[config.mk]
export PLATFORM = sky130hd
export DESIGN_NAME = ddr_port_arbiter_flat
export DESIGN_NICKNAME = d
export VERILOG_FILES = /design/src/rtl/ddr_port_arbiter_if.sv /design/src/rtl/ddr_port_arbiter.sv /design/src/flat_wrapper.sv
export SDC_FILE = /design/constraint.sdc
export NUM_CORES = 1
export LEC_CHECK = 0
export CAP_MARGIN = 0
export CORE_AREA = 2 2 380 382
export DETAILED_ROUTE_END_ITERATION = 8
export DIE_AREA = 0 0 382 384
export GPL_TIMING_DRIVEN = 0
export SYNTH_ARGS = -nofsm -noshare
export SYNTH_HDL_FRONTEND = slang
export SYNTH_SLANG_ARGS = --single-unit
[constraint.sdc]
create_clock -name clk_166M66 -period 13.2 [get_ports clk_166M66]
set_clock_uncertainty 0.05 [all_clocks]
set_input_delay 3.96 -clock clk_166M66 [delete_from_list [all_inputs] [get_ports clk_166M66]]
set_output_delay 3.96 -clock clk_166M66 [all_outputs]
set_load 0.005 [all_outputs]
[src/rtl/ddr_port_arbiter_if.sv]
// MIG 7-series user (app_*) command/data bundle between the port arbiter and mig_7series_0.
// master = arbiter side, slave = MIG side.
interface ddr_port_arbiter_if #(
  parameter int ADDR_WIDTH = 28,
  parameter int DATA_WIDTH = 128
);
  logic [ADDR_WIDTH-1:0]   app_addr;
  logic [2:0]              app_cmd;
  logic                    app_en;
  logic                    app_rdy;
  logic [DATA_WIDTH-1:0]   app_wdf_data;
  logic [DATA_WIDTH/8-1:0] app_wdf_mask;
  logic                    app_wdf_wren;
  logic                    app_wdf_end;
  logic                    app_wdf_rdy;
  logic [DATA_WIDTH-1:0]   app_rd_data;
  logic                    app_rd_data_valid;

  modport master (
    output app_addr, app_cmd, app_en, app_wdf_data, app_wdf_mask, app_wdf_wren, app_wdf_end,
    input  app_rdy, app_wdf_rdy, app_rd_data, app_rd_data_valid
  );

  modport slave (
    input  app_addr, app_cmd, app_en, app_wdf_data, app_wdf_mask, app_wdf_wren, app_wdf_end,
    output app_rdy, app_wdf_rdy, app_rd_data, app_rd_data_valid
  );
endinterface

[src/rtl/ddr_port_arbiter.sv]
// N-port arbiter/sequencer in front of the MIG app interface (ui_clk domain).
// Define DDR_ARB_ROUND_ROBIN_EN for round-robin; otherwise fixed priority, lowest port wins.
module ddr_port_arbiter #(
  parameter int NUM_PORTS  = 3,
  parameter int ADDR_WIDTH = 28,
  parameter int DATA_WIDTH = 128,
  parameter int MAX_BEATS  = 4
) (
  input  logic                              clk_166M66,
  input  logic                              mcu_sys_rst,
  input  logic                              i_init_calib_complete,
  input  logic [NUM_PORTS-1:0]              i_req,
  input  logic [NUM_PORTS-1:0]              i_rw,
  input  logic [NUM_PORTS*ADDR_WIDTH-1:0]   i_addr,
  input  logic [NUM_PORTS*DATA_WIDTH-1:0]   i_wdata,
  input  logic [NUM_PORTS*DATA_WIDTH/8-1:0] i_wmask,
  output logic [NUM_PORTS-1:0]              o_grant,
  output logic [NUM_PORTS-1:0]              o_ack,
  output logic [DATA_WIDTH-1:0]             o_rdata,
  output logic [NUM_PORTS-1:0]              o_rvalid,
  output logic                              o_busy,
  ddr_port_arbiter_if.master                app
);
  localparam int OW     = (NUM_PORTS > 1) ? $clog2(NUM_PORTS) : 1;
  localparam int CW     = $clog2(MAX_BEATS + 1);
  localparam int MASK_W = DATA_WIDTH / 8;

  localparam logic [2:0] S_IDLE    = 3'd0;
  localparam logic [2:0] S_ARB     = 3'd1;
  localparam logic [2:0] S_ISSUE   = 3'd2;
  localparam logic [2:0] S_RD_WAIT = 3'd3;
  localparam logic [2:0] S_NEXT    = 3'd4;

  localparam logic [2:0] CMD_WR = 3'b000;
  localparam logic [2:0] CMD_RD = 3'b001;

  logic [2:0]            r_state;
  logic [OW-1:0]         r_owner;
  logic [CW-1:0]         r_beats;
  logic [NUM_PORTS-1:0]  r_grant;
  logic [NUM_PORTS-1:0]  r_ack;
  logic [NUM_PORTS-1:0]  r_rvalid;
  logic [DATA_WIDTH-1:0] r_rdata;
  logic [ADDR_WIDTH-1:0] r_app_addr;
  logic [2:0]            r_app_cmd;
  logic                  r_app_en;
  logic [DATA_WIDTH-1:0] r_wdf_data;
  logic [MASK_W-1:0]     r_wdf_mask;
  logic                  r_wdf_wren;
`ifdef DDR_ARB_ROUND_ROBIN_EN
  logic [OW-1:0]         r_ptr;
  int unsigned           w_idx;
`endif

  logic [ADDR_WIDTH-1:0] w_addr  [NUM_PORTS];
  logic [DATA_WIDTH-1:0] w_wdata [NUM_PORTS];
  logic [MASK_W-1:0]     w_wmask [NUM_PORTS];
  logic [OW-1:0]         w_win;
  logic                  w_any;
  logic [OW-1:0]         w_sel;
  logic                  w_arb_go;
  logic                  w_next_go;
  logic                  w_cmd_ok;
  logic                  w_wdf_ok;

  for (genvar g = 0; g < NUM_PORTS; g++) begin : g_unpack
    assign w_addr[g]  = i_addr[g*ADDR_WIDTH +: ADDR_WIDTH];
    assign w_wdata[g] = i_wdata[g*DATA_WIDTH +: DATA_WIDTH];
    assign w_wmask[g] = i_wmask[g*MASK_W +: MASK_W];
  end

  always_comb begin
    w_win = '0;
    w_any = 1'b0;
`ifdef DDR_ARB_ROUND_ROBIN_EN
    w_idx = 0;
    for (int unsigned i = 0; i < NUM_PORTS; i++) begin
      w_idx = (32'(r_ptr) + i) % NUM_PORTS;
      if (!w_any && i_req[OW'(w_idx)]) begin
        w_any = 1'b1;
        w_win = OW'(w_idx);
      end
    end
`else
    for (int unsigned i = 0; i < NUM_PORTS; i++) begin
      if (!w_any && i_req[OW'(i)]) begin
        w_any = 1'b1;
        w_win = OW'(i);
      end
    end
`endif
  end

  assign w_arb_go  = (r_state == S_ARB) && w_any && i_init_calib_complete;
  assign w_next_go = (r_state == S_NEXT) && i_req[r_owner] && (r_beats < CW'(MAX_BEATS))
                     && i_init_calib_complete;
  assign w_sel     = (r_state == S_ARB) ? w_win : r_owner;
  // A write beat ends once both command and data channels have handshaken, in any order.
  assign w_cmd_ok  = !r_app_en   || app.app_rdy;
  assign w_wdf_ok  = !r_wdf_wren || app.app_wdf_rdy;

  always_ff @(posedge clk_166M66 or posedge mcu_sys_rst) begin
    if (mcu_sys_rst) begin
      r_state    <= S_IDLE;
      r_owner    <= '0;
      r_beats    <= '0;
      r_grant    <= '0;
      r_ack      <= '0;
      r_rvalid   <= '0;
      r_rdata    <= '0;
      r_app_addr <= '0;
      r_app_cmd  <= CMD_RD;
      r_app_en   <= 1'b0;
      r_wdf_data <= '0;
      r_wdf_mask <= '0;
      r_wdf_wren <= 1'b0;
`ifdef DDR_ARB_ROUND_ROBIN_EN
      r_ptr      <= '0;
`endif
    end else begin
      r_ack    <= '0;
      r_rvalid <= '0;
      case (r_state)
        S_IDLE: begin
          if (|i_req && i_init_calib_complete) r_state <= S_ARB;
        end
        S_ARB: begin
          if (w_arb_go) begin
            r_grant <= NUM_PORTS'(1) << w_win;
            r_owner <= w_win;
            r_beats <= '0;
            r_state <= S_ISSUE;
`ifdef DDR_ARB_ROUND_ROBIN_EN
            r_ptr   <= (w_win == OW'(NUM_PORTS - 1)) ? '0 : w_win + 1'b1;
`endif
          end else begin
            r_state <= S_IDLE;
          end
        end
        S_ISSUE: begin
          if (r_app_cmd == CMD_WR) begin
            r_app_en   <= r_app_en   && !app.app_rdy;
            r_wdf_wren <= r_wdf_wren && !app.app_wdf_rdy;
            if (w_cmd_ok && w_wdf_ok) begin
              r_ack   <= r_grant;
              r_beats <= r_beats + CW'(1);
              r_state <= S_NEXT;
            end
          end else if (app.app_rdy) begin
            r_app_en <= 1'b0;
            r_state  <= S_RD_WAIT;
          end
        end
        S_RD_WAIT: begin
          if (app.app_rd_data_valid) begin
            r_rdata  <= app.app_rd_data;
            r_rvalid <= r_grant;
            r_ack    <= r_grant;
            r_beats  <= r_beats + CW'(1);
            r_state  <= S_NEXT;
          end
        end
        S_NEXT: begin
          if (w_next_go) begin
            r_state <= S_ISSUE;
          end else begin
            r_grant <= '0;
            r_state <= (|i_req && i_init_calib_complete) ? S_ARB : S_IDLE;
          end
        end
        default: r_state <= S_IDLE;
      endcase

      if (w_arb_go || w_next_go) begin
        r_app_addr <= w_addr[w_sel];
        r_app_cmd  <= i_rw[w_sel] ? CMD_WR : CMD_RD;
        r_app_en   <= 1'b1;
        r_wdf_wren <= i_rw[w_sel];
        r_wdf_data <= w_wdata[w_sel];
        r_wdf_mask <= w_wmask[w_sel];
      end
    end
  end

  assign o_grant          = r_grant;
  assign o_ack            = r_ack;
  assign o_rvalid         = r_rvalid;
  assign o_rdata          = r_rdata;
  assign o_busy           = (r_state != S_IDLE);
  assign app.app_addr     = r_app_addr;
  assign app.app_cmd      = r_app_cmd;
  assign app.app_en       = r_app_en;
  assign app.app_wdf_data = r_wdf_data;
  assign app.app_wdf_mask = r_wdf_mask;
  assign app.app_wdf_wren = r_wdf_wren;
  assign app.app_wdf_end  = r_wdf_wren;
endmodule
[src/flat_wrapper.sv]
// flat-port wrapper written by rule: the top's interface ports become plain ports
module ddr_port_arbiter_flat 
#(
  parameter int NUM_PORTS  = 3,
  parameter int ADDR_WIDTH = 28,
  parameter int DATA_WIDTH = 128,
  parameter int MAX_BEATS  = 4
)
  (clk_166M66, mcu_sys_rst, i_init_calib_complete, i_req, i_rw, i_addr, i_wdata, i_wmask, o_grant, o_ack, o_rdata, o_rvalid, o_busy, app_app_addr, app_app_cmd, app_app_en, app_app_wdf_data, app_app_wdf_mask, app_app_wdf_wren, app_app_wdf_end, app_app_rdy, app_app_wdf_rdy, app_app_rd_data, app_app_rd_data_valid);
  ddr_port_arbiter_if #(.ADDR_WIDTH(ADDR_WIDTH), .DATA_WIDTH(DATA_WIDTH)) app_i ();
  input  logic clk_166M66;
  input  logic mcu_sys_rst;
  input  logic i_init_calib_complete;
  input  logic [NUM_PORTS-1:0] i_req;
  input  logic [NUM_PORTS-1:0] i_rw;
  input  logic [NUM_PORTS*ADDR_WIDTH-1:0] i_addr;
  input  logic [NUM_PORTS*DATA_WIDTH-1:0] i_wdata;
  input  logic [NUM_PORTS*DATA_WIDTH/8-1:0] i_wmask;
  output logic [NUM_PORTS-1:0] o_grant;
  output logic [NUM_PORTS-1:0] o_ack;
  output logic [DATA_WIDTH-1:0] o_rdata;
  output logic [NUM_PORTS-1:0] o_rvalid;
  output logic o_busy;
  output wire logic [$bits(app_i.app_addr)-1:0] app_app_addr;
  output wire logic [$bits(app_i.app_cmd)-1:0] app_app_cmd;
  output wire logic [$bits(app_i.app_en)-1:0] app_app_en;
  output wire logic [$bits(app_i.app_wdf_data)-1:0] app_app_wdf_data;
  output wire logic [$bits(app_i.app_wdf_mask)-1:0] app_app_wdf_mask;
  output wire logic [$bits(app_i.app_wdf_wren)-1:0] app_app_wdf_wren;
  output wire logic [$bits(app_i.app_wdf_end)-1:0] app_app_wdf_end;
  input wire logic [$bits(app_i.app_rdy)-1:0] app_app_rdy;
  input wire logic [$bits(app_i.app_wdf_rdy)-1:0] app_app_wdf_rdy;
  input wire logic [$bits(app_i.app_rd_data)-1:0] app_app_rd_data;
  input wire logic [$bits(app_i.app_rd_data_valid)-1:0] app_app_rd_data_valid;
  assign app_app_addr = app_i.app_addr;
  assign app_app_cmd = app_i.app_cmd;
  assign app_app_en = app_i.app_en;
  assign app_app_wdf_data = app_i.app_wdf_data;
  assign app_app_wdf_mask = app_i.app_wdf_mask;
  assign app_app_wdf_wren = app_i.app_wdf_wren;
  assign app_app_wdf_end = app_i.app_wdf_end;
  assign app_i.app_rdy = app_app_rdy;
  assign app_i.app_wdf_rdy = app_app_wdf_rdy;
  assign app_i.app_rd_data = app_app_rd_data;
  assign app_i.app_rd_data_valid = app_app_rd_data_valid;
  ddr_port_arbiter #(.NUM_PORTS(NUM_PORTS), .ADDR_WIDTH(ADDR_WIDTH), .DATA_WIDTH(DATA_WIDTH), .MAX_BEATS(MAX_BEATS)) u_core (.clk_166M66(clk_166M66), .mcu_sys_rst(mcu_sys_rst), .i_init_calib_complete(i_init_calib_complete), .i_req(i_req), .i_rw(i_rw), .i_addr(i_addr), .i_wdata(i_wdata), .i_wmask(i_wmask), .o_grant(o_grant), .o_ack(o_ack), .o_rdata(o_rdata), .o_rvalid(o_rvalid), .o_busy(o_busy), .app(app_i));
endmodule
==> After elaboration in Yosys (flattened, before gate mapping) <==
Index checks and enable logic that the tools add are counted.
{ "totals": {"wordCells": 117, "memories": 0, "in_bits": 656, "output_inout_bits": 316, "rom_bits": 0, "reg_bits": 322, "latch_bits": 0, "mem_bits_rw": 0} }
{ "classes": {"div": 0, "n_eq_ne": 12, "mul": 0, "reduce_logical": 36, "muxes": 49, "bitwise_logic": 1, "magnitude_cmp": 4, "shifts": 1, "n_addsub": 1} }
{ "op_table": {"columns": ["cell", "count"], "rows": [
  ["$bmux W128 S2", 1],
  ["$mux W128", 2],
  ["$bmux W28 S2", 1],
  ["$mux W28", 2],
  ["$mux W3", 16],
  ["$bmux W16 S2", 1],
  ["$mux W16", 2],
  ["$mux W1", 15],
  ["$pmux W3 S5", 1],
  ["$pmux W3 S2", 2],
  ["$logic_and A1 B1 Y1", 11],
  ["$pmux W3 S3", 1],
  ["$reduce_bool A3 Y1", 3],
  ["$ne A2 B1 Y1 const B", 4],
  ["$reduce_and A2 Y1", 4],
  ["$eq A3 B2 Y1 const B", 2],
  ["$logic_not A1 Y1", 6],
  ["$logic_not A3 Y1", 2],
  ["$lt A2 B3 Y1 const B", 2],
  ["$mux W2", 3],
  ["$reduce_bool A2 Y1", 3],
  ["$reduce_and A5 Y1", 1],
  ["$bmux W1 S2", 2],
  ["$ne A2 B2 Y1 const B", 2],
  ["13 further kinds", 15]
]} }

==> Depth between registers and ports, before layout <==
Gate-level depths: netlist of the first run.
{ "depth": {"ltp_word": 12, "mapped_depth": 9} }

==> Worst setup path before layout of the first run <==
Ideal clock, no wire load.
{ "synth_timing": {"path_kind": "input -> register", "start": "in i_req[1]", "end": "reg u_core.r_app_addr[10], in the netlist u_core.app.app_addr[10]", "arrival_ps": 5244, "setup_slack_ps": 7774, "path_stages": 8, "path_buffers": 3, "required_ps": 13018, "path_cell_list": "o311ai_0 > nor2_1 > a31oi_1 > or2_1 > buf_2 > buf_6 > clkbuf_1 > o21ai_1"} }
{ "synth_via": {"elab_chain_len": 10, "word_cells_on_any_way": 20, "cone_classes": "mux: 10; bitwise: 1; reduce/logical: 9"} }
{ "synth_lines": {"columns": ["item", "line", "text"], "rows": [
  ["from (decl)", "flat_wrapper.sv:14", "input logic [NUM_PORTS-1:0] i_req;"],
  ["$logic_and A1 B1 Y1", "ddr_port_arbiter.sv:86", "if (!w_any && i_req[OW'(i)]) begin"],
  ["$mux W1", "ddr_port_arbiter.sv:86", null],
  ["$logic_not A1 Y1", "ddr_port_arbiter.sv:86", null],
  ["$logic_and A1 B1 Y1", "ddr_port_arbiter.sv:86", null],
  ["$mux W2", "ddr_port_arbiter.sv:86", null],
  ["$mux W2", "ddr_port_arbiter.sv:97", "assign w_sel = (r_state == S_ARB) ? w_win : r_owner;"],
  ["$not A2 Y3 (not written as such)", "ddr_port_arbiter.sv:175", "r_app_addr <= w_addr[w_sel];"],
  ["$bmux W28 S2", "ddr_port_arbiter.sv:175", null],
  ["$mux W28 (not written as such) (2 in a row)", "ddr_port_arbiter.sv:175", null],
  ["to (signal assigned)", "ddr_port_arbiter.sv:175", null],
  ["to (decl)", "ddr_port_arbiter.sv:44", "logic [ADDR_WIDTH-1:0] r_app_addr;"]
]} }
Several ways; a longest one is shown, not always the timed one. The select of a mux whose other input is x is not followed.
A chain may end at the register's enable or synchronous reset.

==> Worst setup path after layout of the first run <==
{ "layout_timing": {"start": "in i_req[1]", "end": "reg u_core.r_wdf_data[38], in the netlist u_core.app.app_wdf_data[38]"} }
{ "layout_via": {"elab_chain_len": 10, "word_cells_on_any_way": 20, "cone_classes": "mux: 10; bitwise: 1; reduce/logical: 9"} }
{ "layout_lines": {"columns": ["item", "line", "text"], "rows": [
  ["$logic_and A1 B1 Y1", "ddr_port_arbiter.sv:86", null],
  ["$mux W1", "ddr_port_arbiter.sv:86", null],
  ["$logic_not A1 Y1", "ddr_port_arbiter.sv:86", null],
  ["$logic_and A1 B1 Y1", "ddr_port_arbiter.sv:86", null],
  ["$mux W2", "ddr_port_arbiter.sv:86", null],
  ["$mux W2", "ddr_port_arbiter.sv:97", null],
  ["$not A2 Y3 (not written as such)", "ddr_port_arbiter.sv:179", "r_wdf_data <= w_wdata[w_sel];"],
  ["$bmux W128 S2", "ddr_port_arbiter.sv:179", null],
  ["$mux W128 (not written as such) (2 in a row)", "ddr_port_arbiter.sv:179", null],
  ["to (signal assigned)", "ddr_port_arbiter.sv:179", null],
  ["to (decl)", "ddr_port_arbiter.sv:47", "logic [DATA_WIDTH-1:0] r_wdf_data;"]
]} }
Several ways; a longest one is shown, not always the timed one. The select of a mux whose other input is x is not followed.

==> metrics.cfg, run 1 <==
[outcome]
status = completed

[worst_setup_path]
cp-end-kind = flop
regToRegEndpoint = u_core.app.app_wdf_data[38]
r2r-start = u_core.r_state[0]
crit_path_start_kind = input pin
reg2reg_slack_ns = 9.61
rr_worst_depth = 9
critPathKind = in2reg
cp-startpoint = i_req[1]
cp_max_fo = 10
crit_required_ns = 13.66
crit_arrival_ns = 7.73
endpoint = u_core.app.app_wdf_data[38]

[synthesis]
synthFlopType = dfrtp_1
synth_area_per_cell_um2 = 11.6
yosysSeqAreaShare = 0.512
syn_area_um2 = 15600
async_reset_ff_frac = 1.00
synth-edff-count = 0
ys_ff_latch = 320
ys_warn_count = 0
synth_cell_type_count = 39
syn_inst = 1350

[global_route]
grt_pass1_wl_um = 163000
grt_max_degree = 100
overflow = 0
first_global_vias = 16643
grt_usage = 0.169
antenna_found_initial = 101

[timing]
relSlewSlack = 0.108
fin_ws_ns = 5.93
drv_slew = 0
setup_tns_ns = 0
period_share = 0.551
rsz0062_at_grt = false
tightest_slew_ns = 1.34
finalSetupViolations = 0
finalHoldViolCount = 0
period_minus_slack_ns = 7.27
fmax_mhz = 138

[drt]
vias_per_cell = 3.82
num_vias = 16497
drt-total-wl_um = 130000
dr.pass1.iters = 7
drt-initial-drc-count = 1076
wl_per_cell_um = 30.1
drc = 0
final_antenna_net_count = 0

[cells_and_area]
final_cell_mix = clkdlybuf4s50_1, dfrtp_1, o21ai_0, mux2i_1, a2bb2oi_1
syn_to_final_growth_pct = 88.0
post-route-cell-area_um2 = 29400
layout_commonest_cell = clkdlybuf4s50_1
fin_nets = 3027
fin_util = 0.206
drive_gt1_frac = 0.113

[floorplanning]
fp-row-count = 139
fp.coreArea_um2 = 143000
dieArea_um2 = 147000
initial_utilization = 0.110
fp.dieW_um = 382
die_h_um = 384
io-pin-count = 972

[pwr]
ir_drop_v = 0.0000995
total_leakage_power_uw = 0.0122
power_density_nw_per_um2 = 221
p_seq_frac = 0.259
p_int_uw = 3920
power_uw = 6500
p_comb_frac = 0.541
power_frac_clock = 0.200
switching_share = 0.397
p_switching_uw = 2580

[cts]
cts_tree = yes
clk_path_buf_depth = 3
htree_levels = 2
cts_made_buffers = 45
clkLatencyLatePin_ns = 0.62
cts_hold_buf = 0
cts_sinks = 320
cts_setup_buffers = 0
cts.clk_slew.worst_paths_ns = 0.06
postCtsResizedCells = 0
clockRootBuffer = clkbuf_16

[place]
io_buffers = 969
dp_hpwl_um = 109000
place_area_um2 = 27800
dp_slack_ns = 5.34
gp_congestion = 0.906

[hold_path]
min_path_type = reg2reg

[flow_run]
maxCapViolCount = 0

[kinds of logic after synthesis]
logic type / after synthesis / share of synthesized area
and+or+nand+nor: 42 / 0.0138
DFF: 320 / 0.512
AOI/OAI and AO/OA: 537 / 0.216
other: 1 / 0.000240
buffers and inverters: 144 / 0.0521
adders and majority gates: 1 / 0.000799
muxes: 305 / 0.206
[registers in the layout (all words and copies together) (netlist names)]
signal / cells
u_core.o_grant: 3
u_core.app.app_cmd: 1
u_core.r_state: 3
u_core.app.app_wdf_mask: 16
u_core.r_owner: 2
u_core.o_rdata: 128
u_core.app.app_wdf_end: 1
u_core.o_rvalid: 3
u_core.app.app_en: 1
u_core.r_beats: 3
u_core.app.app_addr: 28
u_core.app.app_wdf_data: 128
u_core.o_ack: 3
[cells in the mapped netlist, types with 2 or more instances]
library cell	number	area, um^2
a2bb2oi_1	173	1520
nor2b_1	3	18.8
mux2_2	129	1450
a21oi_1	2	10.0
dfrtp_1	319	7980
nor2_1	8	30.0
o41ai_1	2	17.5
nand2b_1	3	18.8
nand3_1	4	20.0
o2bb2ai_1	2	17.5
o21ai_1	172	861
buf_6	10	113
a31oi_1	2	12.5
buf_1	13	48.8
clkbuf_1	61	229
nand2_1	14	52.6
nor3_1	4	20.0
mux2i_1	175	1750
o21ai_0	180	901
buf_2	25	125
buf_4	4	30.0
clkbuf_2	10	50.1
buf_8	11	165
inv_1	9	33.8
[metal layers]
layer | routed length, um | track usage
met5 | 429 | 0
met2 | 59500 | 0.269
met1 | 51400 | 0.203
met4 | 4010 | 0.0512
met3 | 14800 | 0.0765
[critical path, cell delays in order]
cell and delay, ns:
clkdlybuf4s50_1 0.49, o311ai_0 0.52, nor2_1 0.08, a31oi_1 0.28, buf_2 0.52, buf_4 0.50, clkbuf_1 0.98, o21ai_0 0.22
o21ai_1 0.13
[layout make-up]
cell class,count,area [um^2]
plain buffers,135,782
repair buffers,972,9780
fillers,15650,113000
clock buffers,65,1340
well taps,1903,2380
multi-input cells,887,6830
diodes,17,42.5
inverters,9,41.3
flip-flops and latches,320,8010
clock inverters,16,205
[stage by stage]
| step | hold slack (ns) | cells |
|---|---|---|
| after floorplan | 0.414 | 1351 |
| after global placement | 0.438 | 4223 |
| after detailed placement | 0.443 | 4226 |
| after CTS | 0.455 | 4307 |
| after global routing | 0.467 | 4315 |
| final | 0.448 | 4324 |
[power by group through the flow]
| stage | Sequential [uW] | Combinational [uW] | Clock [uW] |
|---|---|---|---|
| finish | 1680 | 3520 | 1300 |
| global route | 1730 | 3720 | 1380 |
| CTS | 1680 | 3580 | 1350 |
| detailed placement | 1680 | 3560 | 0 |
| global placement | 1680 | 3540 | 0 |
| floorplan | 1670 | 1430 | 0 |
[worst min path at each step]
stage                     cells past startpoint  slack (ns)                 from                  end
after detailed placement                      1        0.44   u_core.o_rdata[36]   u_core.o_rdata[36]
after global routing                          1        0.47  u_core.o_rdata[109]  u_core.o_rdata[109]
after global placement                        1        0.44    u_core.r_beats[0]    u_core.r_beats[0]
final                                         1        0.45    u_core.r_beats[0]    u_core.r_beats[0]
after floorplan                               1        0.41    u_core.r_beats[0]    u_core.r_beats[0]
after CTS                                     1        0.45    u_core.r_beats[0]    u_core.r_beats[0]
Power figures use the tool's default switching activity.
==> run 2, diff against run 1 <==
--- a/config.mk
+++ b/config.mk
@@ -6,9 +6,9 @@
 export NUM_CORES = 1
 export LEC_CHECK = 0
 export CAP_MARGIN = 0
-export CORE_AREA = 2 2 380 382
+export CORE_AREA = 2 2 381 383
 export DETAILED_ROUTE_END_ITERATION = 8
-export DIE_AREA = 0 0 382 384
+export DIE_AREA = 0 0 383 385
 export GPL_TIMING_DRIVEN = 0
 export SYNTH_ARGS = -nofsm -noshare
 export SYNTH_HDL_FRONTEND = slang
==> constraint.sdc (replaced) <==
create_clock -name clk_166M66 -period 7.6 [get_ports clk_166M66]
set_clock_uncertainty 0.05 [all_clocks]
set_input_delay 2.28 -clock clk_166M66 [delete_from_list [all_inputs] [get_ports clk_166M66]]
set_output_delay 2.28 -clock clk_166M66 [all_outputs]
set_load 0.005 [all_outputs]
==> run 2 against run 1 <==
The flow now finishes with violations (max-capacitance violations, max-slew violations). Cell count grew 0.30%. Combinational power grew 75%. Critical path depth is the same. Wire length grew 1.6%. Flip-flop and latch count is the same. Critical path type unchanged. Clock power grew 78%. Largest cell class unchanged. Global-route usage grew 0.21 points. Largest power group unchanged. Hold slack gained 0.0079 ns. Via count grew 1.1%.
==> metrics.cfg, run 2 (synthesis results as in run 1) <==
[outcome]
status = complete, but fails checks  ; was completed
violations = max-capacitance violations, max-slew violations

[drt]
final_antenna_net_count = 0  ; unchanged
met2_wirelength_um = 60700  ; was 59500 um
wl_met3_um = 12500  ; was 14800 um
dr.pass1.iters = 5  ; was 7
dr.max_layer_used = met5  ; unchanged
num_vias = 16674  ; was 16497
drc = 0  ; unchanged
m1WireLength_um = 54700  ; was 51400 um
vias_per_cell = 3.84  ; was 3.82
drt-initial-drc-count = 1020  ; was 1076
wl_per_cell_um = 30.5  ; was 30.1 um
drt-total-wl_um = 132000  ; was 130000 um

[cells_and_area]
drive_gt1_frac = 0.115  ; was 0.113
fin_nets = 3031  ; was 3027
syn_to_final_growth_pct = 88.8  ; was 88.0%
fin_cells = 4337  ; was 4324
final_cell_mix = clkdlybuf4s50_1, dfrtp_1, o21ai_0, mux2i_1, a2bb2oi_1  ; unchanged
fin_util = 0.206  ; about the same
layout_commonest_cell = clkdlybuf4s50_1  ; unchanged

[global_route]
antenna_found_initial = 80  ; was 101
overflow = 0  ; unchanged
grt_max_degree = 42  ; was 100
first_global_vias = 16969  ; was 16643
grt_pass1_wl_um = 166000  ; was 163000 um
grt_usage = 0.171  ; was 0.169

[cts]
clk_path_buf_depth = 3  ; unchanged
cts_made_buffers = 43  ; was 45
cts_hold_buf = 0  ; unchanged
postCtsResizedCells = 0  ; unchanged
htree_levels = 2  ; unchanged
cts_tree = yes  ; unchanged
cts.clk_slew.worst_paths_ns = 0.06  ; about the same
cts_sinks = 320  ; unchanged
cts_setup_buffers = 0  ; unchanged
clkLatencyLatePin_ns = 0.62  ; about the same
clockRootBuffer = clkbuf_16  ; unchanged

[worst_setup_path]
critPathKind = in2reg  ; unchanged
reg2reg_slack_ns = 4.06  ; was 9.61 ns
crit_arrival_ns = 5.98  ; was 7.73 ns
slowest_stage = clkbuf_1  ; unchanged
crit_path_start_kind = input pin  ; unchanged
crit_required_ns = 8.09  ; was 13.66 ns
slowest_delay_ns = 0.83  ; was 0.98 ns
path_cells = clkdlybuf4s50_1 -> o311ai_0 -> nor2_1 -> a31oi_1 -> buf_2 -> buf_4 -> clkbuf_1 -> o21ai_0 -> o21ai_1  ; unchanged
cp-end-kind = flop  ; unchanged
cp_max_fo = 10  ; unchanged

[timing]
tightest_slew_ns = 1.53  ; was 1.34 ns
relSlewSlack = -0.0313  ; was 0.108
period_share = 0.723
finalHoldViolCount = 0  ; unchanged
finalSetupViolations = 0  ; unchanged
period_minus_slack_ns = 5.49
rsz0062_at_grt = false  ; unchanged
drv_slew = 5  ; was 0
fmax_mhz = 182

[floorplanning]
fp-row-count = 139  ; unchanged
fp.dieW_um = 383  ; was 382 um
dieArea_um2 = 147000  ; about the same
die_h_um = 385  ; was 384 um
initial_utilization = 0.109  ; was 0.110
io-pin-count = 972  ; unchanged
fp.coreArea_um2 = 143000  ; about the same

[place]
dp.cells = 4232  ; was 4226
dp_hpwl_um = 112000  ; was 109000 um
gp_congestion = 0.923  ; was 0.906
io_buffers = 969  ; unchanged

[hold_path]
min_path_type = reg2reg  ; unchanged

[pwr]
power_uw = 11400  ; was 6500 uW
switching_share = 0.399  ; was 0.397
power_density_nw_per_um2 = 386  ; was 221 nW/um^2
p_comb_frac = 0.540  ; was 0.541
p_seq_frac = 0.257  ; was 0.259
ir_drop_v = 0.000130  ; was 0.0000995 V
power_frac_clock = 0.204  ; was 0.200
p_int_uw = 6850  ; was 3920 uW
total_leakage_power_uw = 0.0122  ; about the same
p_switching_uw = 4550  ; was 2580 uW

[flow_run]
maxCapViolCount = 1  ; was 0

[run 2: worst paths after layout]
| path | startpoint | end | cells past startpoint |
|---|---|---|---|
| hold / removal | u_core.o_rdata[49] | u_core.o_rdata[49] | 1 |
| hold reg to reg | u_core.o_rdata[49] | u_core.o_rdata[49] | 1 |
| min in group asynchronous | mcu_sys_rst | u_core.o_rdata[6] | 2 |
| setup / recovery | i_req[0] | u_core.app.app_wdf_data[35] | 9 |
| max in group asynchronous | mcu_sys_rst | u_core.app.app_wdf_data[73] | 7 |
| setup reg to reg | u_core.r_state[0] | u_core.app.app_wdf_data[35] | 9 |
[run 2: per-stage QoR]
step | TNS (ns) | hold slack, ns | area (um^2) | setup slack [ns]
3_3_place_gp | -609.52 | 0.432 | 27700 | -2.09
2_1_floorplan | 0 | 0.414 | 15700 | 1.00
3_5_place_dp | 0 | 0.443 | 27900 | 1.26
6_report | 0 | 0.456 | 29500 | 2.11
5_1_grt | 0 | 0.466 | 29500 | 1.85
4_1_cts | 0 | 0.457 | 29500 | 1.93
[run 2: layout make-up]
type | count | area, um^2
Antenna cell | 27 | 67.6
Buffer | 135 | 783
Clock buffer | 58 | 1250
Clock inverter | 20 | 307
Fill cell | 15532 | 114000
Inverter | 9 | 37.5
Multi-Input combinational cell | 887 | 6830
Sequential cell | 320 | 8010
Tap cell | 1903 | 2380
Timing Repair Buffer | 978 | 9880
[run 2: power by group through the flow]
stage | clock network [uW] | registers [uW] | logic [uW]
2_1_floorplan | 0 | 2900 | 2480
3_3_place_gp | 0 | 2930 | 6220
3_5_place_dp | 0 | 2930 | 6260
4_1_cts | 2400 | 2920 | 6290
5_1_grt | 2450 | 3010 | 6530
6_report | 2320 | 2930 | 6160
[run 2: routing by layer]
| metal | vias up | track usage |
|---|---|---|
| met5 | - | 0 |
| met4 | 64 | 0.0456 |
| met3 | 204 | 0.0708 |
| met2 | 884 | 0.276 |
| met1 | 8391 | 0.210 |
| li1 | 7131 | - |
[run 2: critical path: cells and delay by family]
kind / cells / cell delay, ns
buffers and inverters: 4 / 2.23
AOI/OAI and AO/OA: 4 / 1.29
and+or+nand+nor: 1 / 0.08
